--- src/rtl/spmv_pkg.sv ---
// Shared types and sizing for the SpMV response reorder/unpack path.
// The NoC line width comes from DCP_NOC_RES_DATA_SIZE, which defaults to 512 bits.
`ifndef DCP_NOC_RES_DATA_SIZE
`define DCP_NOC_RES_DATA_SIZE 512
`endif

package spmv_pkg;

  typedef enum logic [1:0] {
    SLOT_FREE    = 2'd0,
    SLOT_PENDING = 2'd1,
    SLOT_FILLED  = 2'd2
  } slot_state_e;

  typedef enum logic {
    UNPACK_IDLE  = 1'b0,
    UNPACK_DRAIN = 1'b1
  } unpack_state_e;

  localparam int SPMV_ROB_DEPTH      = 8;
  localparam int SPMV_ELEM_W         = 64;
  localparam int SPMV_LINE_W         = `DCP_NOC_RES_DATA_SIZE;
  localparam int SPMV_ELEMS_PER_LINE = SPMV_LINE_W / SPMV_ELEM_W;

endpackage

--- src/rtl/spmv_line_buf.sv ---
// Line storage for the reorder slots: one synchronous write port and one
// asynchronous read port. Contents are deliberately left unreset.
module spmv_line_buf
  import spmv_pkg::*;
#(
  parameter int DEPTH = SPMV_ROB_DEPTH,
  parameter int WIDTH = SPMV_LINE_W
) (
  input  logic                     clk,
  input  logic                     wr_en,
  input  logic [$clog2(DEPTH)-1:0] wr_addr,
  input  logic [WIDTH-1:0]         wr_data,
  input  logic [$clog2(DEPTH)-1:0] rd_addr,
  output logic [WIDTH-1:0]         rd_data
);

  logic [WIDTH-1:0] mem [DEPTH];

  always_ff @(posedge clk) begin
    if (wr_en) mem[wr_addr] <= wr_data;
  end

  assign rd_data = mem[rd_addr];

endmodule

--- src/rtl/spmv_resp_unpack.sv ---
// Reorder buffer that restores issue order of memory responses and streams
// each line out as ELEM_W elements. Define SPMV_UNPACK_PERF_EN for perf counters.
module spmv_resp_unpack
  import spmv_pkg::*;
#(
  parameter int DEPTH  = SPMV_ROB_DEPTH,
  parameter int ELEM_W = SPMV_ELEM_W
) (
  input  logic                     clk,
  input  logic                     rst_n,
  input  logic                     req_issue,
  output logic                     issue_ok,
  output logic [$clog2(DEPTH)-1:0] issue_tag,
  input  logic                     mem_resp_val,
  input  logic [5:0]               mem_resp_transid,
  input  logic [SPMV_LINE_W-1:0]   mem_resp_data,
  output logic                     elem_val,
  input  logic                     elem_ready,
  output logic [ELEM_W-1:0]        elem_data,
  output logic                     elem_last,
  output logic                     err,
  output logic [31:0]              perf_lines,
  output logic [31:0]              perf_stall
);

  localparam int               PTR_W     = $clog2(DEPTH);
  localparam int               N         = SPMV_LINE_W / ELEM_W;
  localparam int               IDX_W     = (N > 1) ? $clog2(N) : 1;
  localparam logic [IDX_W-1:0] IDX_LAST  = IDX_W'(N - 1);
  localparam logic [6:0]       DEPTH_LIM = 7'(DEPTH);

  slot_state_e              slot_q [DEPTH];
  unpack_state_e            state_q;
  logic [PTR_W-1:0]         head_q, tail_q, head_nxt, resp_slot;
  logic [IDX_W-1:0]         idx_q;
  logic                     elem_val_q, err_q;
  logic                     resp_ok, resp_bad, issue_bad, handshake, line_done;
  logic [SPMV_LINE_W-1:0]   line_rd;
  logic [N-1:0][ELEM_W-1:0] line_elems;

  // Only PENDING slots accept data, so a FILLED line being drained is never overwritten.
  assign issue_ok  = (slot_q[tail_q] == SLOT_FREE);
  assign issue_tag = tail_q;
  assign resp_slot = mem_resp_transid[PTR_W-1:0];
  assign resp_ok   = mem_resp_val && ({1'b0, mem_resp_transid} < DEPTH_LIM) &&
                     (slot_q[resp_slot] == SLOT_PENDING);
  assign resp_bad  = mem_resp_val && !resp_ok;
  assign issue_bad = req_issue && !issue_ok;
  assign handshake = elem_val_q && elem_ready;
  assign line_done = handshake && (idx_q == IDX_LAST);
  assign head_nxt  = head_q + PTR_W'(1);

  spmv_line_buf #(.DEPTH(DEPTH), .WIDTH(SPMV_LINE_W)) u_line_buf (
    .clk     (clk),
    .wr_en   (resp_ok),
    .wr_addr (resp_slot),
    .wr_data (mem_resp_data),
    .rd_addr (head_q),
    .rd_data (line_rd)
  );

  assign line_elems = line_rd;
  assign elem_data  = line_elems[idx_q];
  assign elem_val   = elem_val_q;
  assign elem_last  = elem_val_q && (idx_q == IDX_LAST);
  assign err        = err_q;

  always_ff @(posedge clk) begin
    if (!rst_n) begin
      for (int i = 0; i < DEPTH; i++) slot_q[i] <= SLOT_FREE;
      head_q     <= '0;
      tail_q     <= '0;
      idx_q      <= '0;
      state_q    <= UNPACK_IDLE;
      elem_val_q <= 1'b0;
      err_q      <= 1'b0;
    end else begin
      if (req_issue && issue_ok) begin
        slot_q[tail_q] <= SLOT_PENDING;
        tail_q         <= tail_q + PTR_W'(1);
      end
      if (resp_ok) slot_q[resp_slot] <= SLOT_FILLED;
      if (issue_bad || resp_bad) err_q <= 1'b1;

      // Issue, fill and free always hit distinct slots (FREE, PENDING, FILLED).
      case (state_q)
        UNPACK_IDLE: begin
          if (slot_q[head_q] == SLOT_FILLED) begin
            state_q    <= UNPACK_DRAIN;
            elem_val_q <= 1'b1;
            idx_q      <= '0;
          end
        end
        UNPACK_DRAIN: begin
          if (handshake) begin
            if (line_done) begin
              slot_q[head_q] <= SLOT_FREE;
              head_q         <= head_nxt;
              idx_q          <= '0;
              if (slot_q[head_nxt] != SLOT_FILLED) begin
                state_q    <= UNPACK_IDLE;
                elem_val_q <= 1'b0;
              end
            end else begin
              idx_q <= idx_q + IDX_W'(1);
            end
          end
        end
        default: begin
          state_q    <= UNPACK_IDLE;
          elem_val_q <= 1'b0;
        end
      endcase
    end
  end

`ifdef SPMV_UNPACK_PERF_EN
  logic [31:0] perf_lines_q, perf_stall_q;

  always_ff @(posedge clk) begin
    if (!rst_n) begin
      perf_lines_q <= '0;
      perf_stall_q <= '0;
    end else begin
      if (line_done) perf_lines_q <= perf_lines_q + 32'd1;
      if (elem_val_q && !elem_ready && (perf_stall_q != 32'hFFFF_FFFF))
        perf_stall_q <= perf_stall_q + 32'd1;
    end
  end

  assign perf_lines = perf_lines_q;
  assign perf_stall = perf_stall_q;
`else
  assign perf_lines = '0;
  assign perf_stall = '0;
`endif

endmodule

--- config.mk ---
export PLATFORM = sky130hd
export DESIGN_NAME = spmv_resp_unpack
export DESIGN_NICKNAME = d
export VERILOG_FILES = /design/src/rtl/spmv_pkg.sv /design/src/rtl/spmv_line_buf.sv /design/src/rtl/spmv_resp_unpack.sv
export SDC_FILE = /design/constraint.sdc
export NUM_CORES = 2
export LEC_CHECK = 0
export BUFFER_PORTS_ARGS = -buffer_cell sky130_fd_sc_hd__buf_2
export CORE_UTILIZATION = 25
export CTS_CLUSTER_DIAMETER = 120
export DETAILED_ROUTE_END_ITERATION = 8
export GPL_ROUTABILITY_DRIVEN = 1
export PLACE_DENSITY = 0.5
export SLEW_MARGIN = 10
export SYNTH_ARGS = -nofsm -noshare
export SYNTH_HDL_FRONTEND = slang
export SYNTH_MEMORY_MAX_BITS = 65536
export SYNTH_SLANG_ARGS = --single-unit
--- constraint.sdc ---
create_clock -name clk -period 15.1 [get_ports clk]
set_clock_uncertainty 0.15 [all_clocks]
set_input_delay 1.51 -clock clk [delete_from_list [all_inputs] [get_ports clk]]
set_output_delay 1.51 -clock clk [all_outputs]
set_load 0.02 [all_outputs]
* Word level (Yosys, flattened, before mapping)
Memories as Yosys holds them, arrays and structs flattened. A register that Yosys moved wholly into a read port is not among the register bits. Cells that the tools add are included. W data, S select, Z words.
Storage, ports and cells: memory bits (writable) 4112, flip-flop bits (word level) 12, ROM bits 0, bits in latches 0, output and inout port bits 135, word-level logic and storage cells 84, memories kept 2
Memory list:
- u_line_buf.mem | words 8, bits a word 512, read ports 1, clocked after memory_dff 1, wr ports 1, line spmv_line_buf.sv:17 | logic [WIDTH-1:0] mem [DEPTH];
- slot_q | words 8, bits a word 2, read ports 4, clocked after memory_dff 2, wr ports 8, line spmv_resp_unpack.sv:32 | slot_state_e slot_q [DEPTH];
Operators by class: order comparisons 2, div/mod/pow operators 0, reductions and logical operators 18, multiply operators 0, bitwise logic cells 1, multiplexer cells 44, equal/unequal tests 8, shift operators 0, add/sub/neg operators 3
Operator list (count):
- $bmux W64 S3 | 1
- $mux W64 | 1
- $mux W3 | 12
- $mux W1 | 24
- $add A3 B1 Y3 const B | 3
- $logic_and A1 B1 Y1 | 8
- $lt A6 B4 Y1 const B | 1
- $mux W2 | 3
- $ne A2 B1 Y1 const B | 3
- $pmux W3 S2 | 1
- $reduce_or A2 Y1 | 3
- $lt A3 B4 Y1 const B | 1
- $ne A2 B2 Y1 const B | 2
- $pmux W1 S2 | 2
- $reduce_and A4 Y1 | 1
- $eq A3 B3 Y1 const B | 1
- $reduce_and A3 Y1 | 1
- $eq A2 B1 Y1 const B | 1
- $eq A2 B2 Y1 const B | 1
- $logic_not A1 Y1 | 2
- $logic_not A2 Y1 | 1
- $reduce_and A2 Y1 | 1
- $logic_or A1 B1 Y1 | 1
- $not A1 Y1 | 1

* Logic depth before layout (Yosys ltp)
word-level depth 9, mapped depth 9, gate-level depth less buffers 6

* Hierarchy
A second synthesis with hierarchy kept.
Second synthesis, totals: cells, all modules 6449, area, all modules 159653.1 µm²
Modules (own cells, without submodules):
- spmv_line_buf | sequential area each 122998.0 µm², area an instance 153393.4 µm², times used 1, cells an instance 5930
- spmv_resp_unpack | sequential area each 680.7 µm², area an instance 6259.8 µm², times used 1, cells an instance 519

* Worst setup path after synthesis
No wires, ideal clock.
path kind in2reg, start point in mem_resp_transid[1], end point mem u_line_buf.mem[2][0] (netlist bit), enable pin, data required time 14.001 ns, arrival time 14.402 ns, library setup time 0.949 ns, stages on the path 4, path buffers 1, path slack -0.401 ns, cells stage by stage buf_2 -> mux4_2 -> nor3b_1 -> and3_1
Between the ends: longest elaborated chain between the ends 5, elaborated cells between the ends (all ways) 7
RTL lines:
- from (decl) | line spmv_resp_unpack.sv:15 | input logic [5:0] mem_resp_transid,
- $mem_v2 Z8 W2 or $lt A6 B4 Y1 (tied branches)
- $eq A2 B1 Y1 or $logic_and A1 B1 Y1 (tied branches) | line spmv_resp_unpack.sv:46, spmv_resp_unpack.sv:45
- $logic_and A1 B1 Y1 | line spmv_resp_unpack.sv:45 | assign resp_ok = mem_resp_val && ({1'b0, mem_resp_transid} < DEPTH_LIM) &&
- $mux W1 | line spmv_line_buf.sv:20 | if (wr_en) mem[wr_addr] <= wr_data;
- $mux W1 (implied by the code) | line spmv_line_buf.sv:20
- to (decl) | line spmv_line_buf.sv:17
Parallel ways exist; a longest one is shown, timed or not.

==> impl_results.md <==
* Status: finished clean
* Clock Power Share at 0.440
* Residual DRC count at 0
* Post-CTS Setup Inserts at 0
* Fin crit period at 7.92 ns
* Num CTS Buffers at 421
* Internal Power at 18.4 mW
* Placement Cell Area at approximately 170000 um^2
* Largest area contributor in the netlist: edfxtp_1
* Crit path kind: flip-flop to output port
* Gate power share at 0.012
* Pwr dens at 125 nW/um^2
* Worst Hold Class: flip-flop to flip-flop
* Fmax at 126 MHz
* Area of the multi-input gates at around 31000 um^2
* Yosys warns at 0
* First-pass GRT wire length at roughly 630000 um
* Sequential Power Share at 0.548
* GR Overflow Total at 0
* Mux contribution to synthesized area at 0.163
* CTS hold repair buffers at 0
* Antenna violations before repair at 375
* Worst slack at placement at 8.01 ns
* Ys flop type: edfxtp_1
* DR pass1 iterations at 5
* Seq/Total Area, Yosys at 0.788
* Main combinational cell family by area after synthesis: multiplexers
* Routability congestion estimate at between 0.7 and 0.8
* Max-slew violations at 0
* Most used cell, CP: buf_4
* CP arrival at 6.26 ns
* Post-synth EDFFs at between 4000 and 5000
* Starting Density at 0.251
* Critical path capture point type: output port
* Post-synthesis compound-gate area fraction at 0.0277
* Synth area leaders: edfxtp_1 78%, mux4_2 15%, mux2i_1 1.4%, a221oi_1 0.61%, dfxtp_1 0.43%
* Worst-case reg-to-reg path depth at 7
* Fin crit share at 0.525
* Layout cell share with drive strength beyond 1 at 0.309
* Post-Synth XOR/XNOR Area at 0.000223
* Max cap viols at 0
* # setup viols final at 0
* Clk root buf: clkbuf_16
* Finished Cell Area at 184000 um^2
* Clk slew on worst S/H paths at ~0.060 ns
* DP HPWL at 278000 um
* Die H at between 700 and 800 um
* Relative slew margins at 0.0497
* Core ar. at 624000 um^2
* Layout Nets at 7970
* RSZ-0062 raised after global routing: false
* I/O pin count at 658
* Slew @ Worst Pin at 1.41 ns
* Final worst slack at 7.18 ns
* Clk_lat worst skew at 1.01 ns
* Largest net degree at the start of global routing at 138
* Final Hold Violating Endpoints at 0
* Filler cell count at approximately 60000
* Critical-path top delay cell: buf_4
* Layout area overhead at 17.0%
* Sw frac at 0.202
* Startpoint Class: flip-flop
* Overall Global Routing Usage at 0.141
* Synthesized flop and latch total at 4130
* Final Util at 0.294
* VDD IR-drop max at 96.7 uV
* Leakage power at 54.2 nW
* PostCTS Resize Cnt at 0
* Port bufs at roughly 590
* Simple-Gate Fraction of Synth Area at 0.00635
* Die area at 631000 um^2
* Setup TNS at 0 ns
* CTS max path bufs at 4
* Synth Instances at about 6600
* DRT iter0 DRCs at 7029
* Vias in the first global route at between 70000 and 80000
* Critical Path Fanout Max at 47
* Crit path required time at 13.44 ns
* # rows at 290
* Worst path max stage delay at about 0.81 ns
* Vias at 74500
* Distinct cell type count after synthesis at 52
* CTS tree: yes
* DR WL/cell at 28.4 um
* Most common cell in the netlist: edfxtp_1
* Mean Syn Cell Area at 23.6 um^2
* Mapped Area at roughly 160000 um^2
* Hold path cells at 2
* TritonCTS Sinks at 4130
* Adder-cell area share of the yosys netlist at 0.000319
* Vias/cell at 4.60
* Critical path, cell by cell: buf_4, buf_4, buf_4, buf_4, mux4_2, mux2i_1, a21oi_1, o211a_1, buf_2
* Number of nets with antenna violations after routing at 0
* Sw power at 4.66 mW
* Reg area at 124000 um^2
* Number of H-tree levels at 5
* Ys async rst share at 0
* Die width at 794 um
* Synth top cells by count: 4096 x edfxtp_1, 1034 x mux4_2, 221 x mux2i_1
* WL final at 460000 um
* Post-synth top area share at 0.784
* Final Power at 23.0 mW
## metrics by stage
stage / cells / hold slack, ns
final: 16200 / 0.352
after floorplan: 6707 / 0.316
after global placement: 15300 / 0.312
after detailed placement: 15300 / 0.338
after CTS: 16100 / 0.358
after global routing: 16100 / 0.396
## critical path, delay by kind of cell (launching register included)
| kind | cells | cell delay, ns |
|---|---|---|
| buffers and inverters | 5 | 2.95 |
| AOI/OAI and AO/OA | 2 | 0.90 |
| DFF | 1 | 0.66 |
| muxes | 2 | 0.43 |
## logic make-up after synthesis
kind of cell	Yosys count
flip-flops	4130
buffers and inverters	453
other	1
XOR/XNOR	4
AO/OA/AOI/OAI	606
adder cells (fa/ha/maj)	4
multiplexers	1257
AND/OR/NAND/NOR	189
## final cells by class
cell class / instances / share of cell area
diodes: 56 / 0.000764
clock buffers: 518 / 0.0597
clock inverters: 261 / 0.0134
inverters: 9 / 0.000429
multi-input cells: 2124 / 0.171
flip-flops and latches: 4130 / 0.674
well taps: 8322 / 0.0567
repair buffers: 757 / 0.0244
## layout by cell type (no fill, tap or decap), types with 12 or more instances in the layout
master      instances
clkinv_2           71
nor3_1             18
o21ai_1            89
a211oi_1           57
mux2i_1           220
bufinv_16          30
o221ai_1           63
dfxtp_1            29
clkbuf_16         422
buf_4             141
diode_2            56
clkinvlp_4         17
conb_1             64
o21ai_0            46
mux4_2           1034
a22oi_1            31
clkbuf_1           92
o22ai_1            64
a221oi_1          109
nor2_1             32
nor2b_1            13
nand2_1            43
clkinv_1          105
a21oi_1            58
clkinv_16          12
buf_12             23
o211a_1            45
buf_2             593
edfxtp_1         4096
nand4_1            13
nand2b_1           14
## worst paths after layout
check / to / slack, ns / from
worst min register to register: err / 0.35 / err
worst max-delay path: elem_data[33] / 7.18 / flip-flop
worst max register to register: u_line_buf.mem[4][154] / 9.88 / slot_q[6][1]
worst min-delay path: err / 0.35 / err
## sequential cells by signal, indices dropped and copies added (netlist names), named ones only
signal,flops
idx_q,3
issue_tag,3
u_line_buf.mem,4096
slot_q,16
err,1
head_q,3
state_q,1
elem_val,1
## power groups by stage
stage / combinational, mW / clock (mW) / sequential [mW]
6_report: 0.270 / 10.1 / 12.6
5_1_grt: 0.299 / 10.8 / 12.6
4_1_cts: 0.269 / 10.4 / 12.6
3_5_place_dp: 0.269 / 0 / 12.9
3_3_place_gp: 0.244 / 0 / 12.9
2_1_floorplan: 0.0740 / 0 / 12.9
## layer usage
layer | routed length (um) | share of wire | global-route usage
met1 | 194000 | 0.42 | 0.187
met2 | 219000 | 0.48 | 0.230
met3 | 34500 | 0.075 | 0.0384
met4 | 11500 | 0.025 | 0.0307
met5 | 750 | 0.0016 | 0
(Power assumes the default switching activity.)
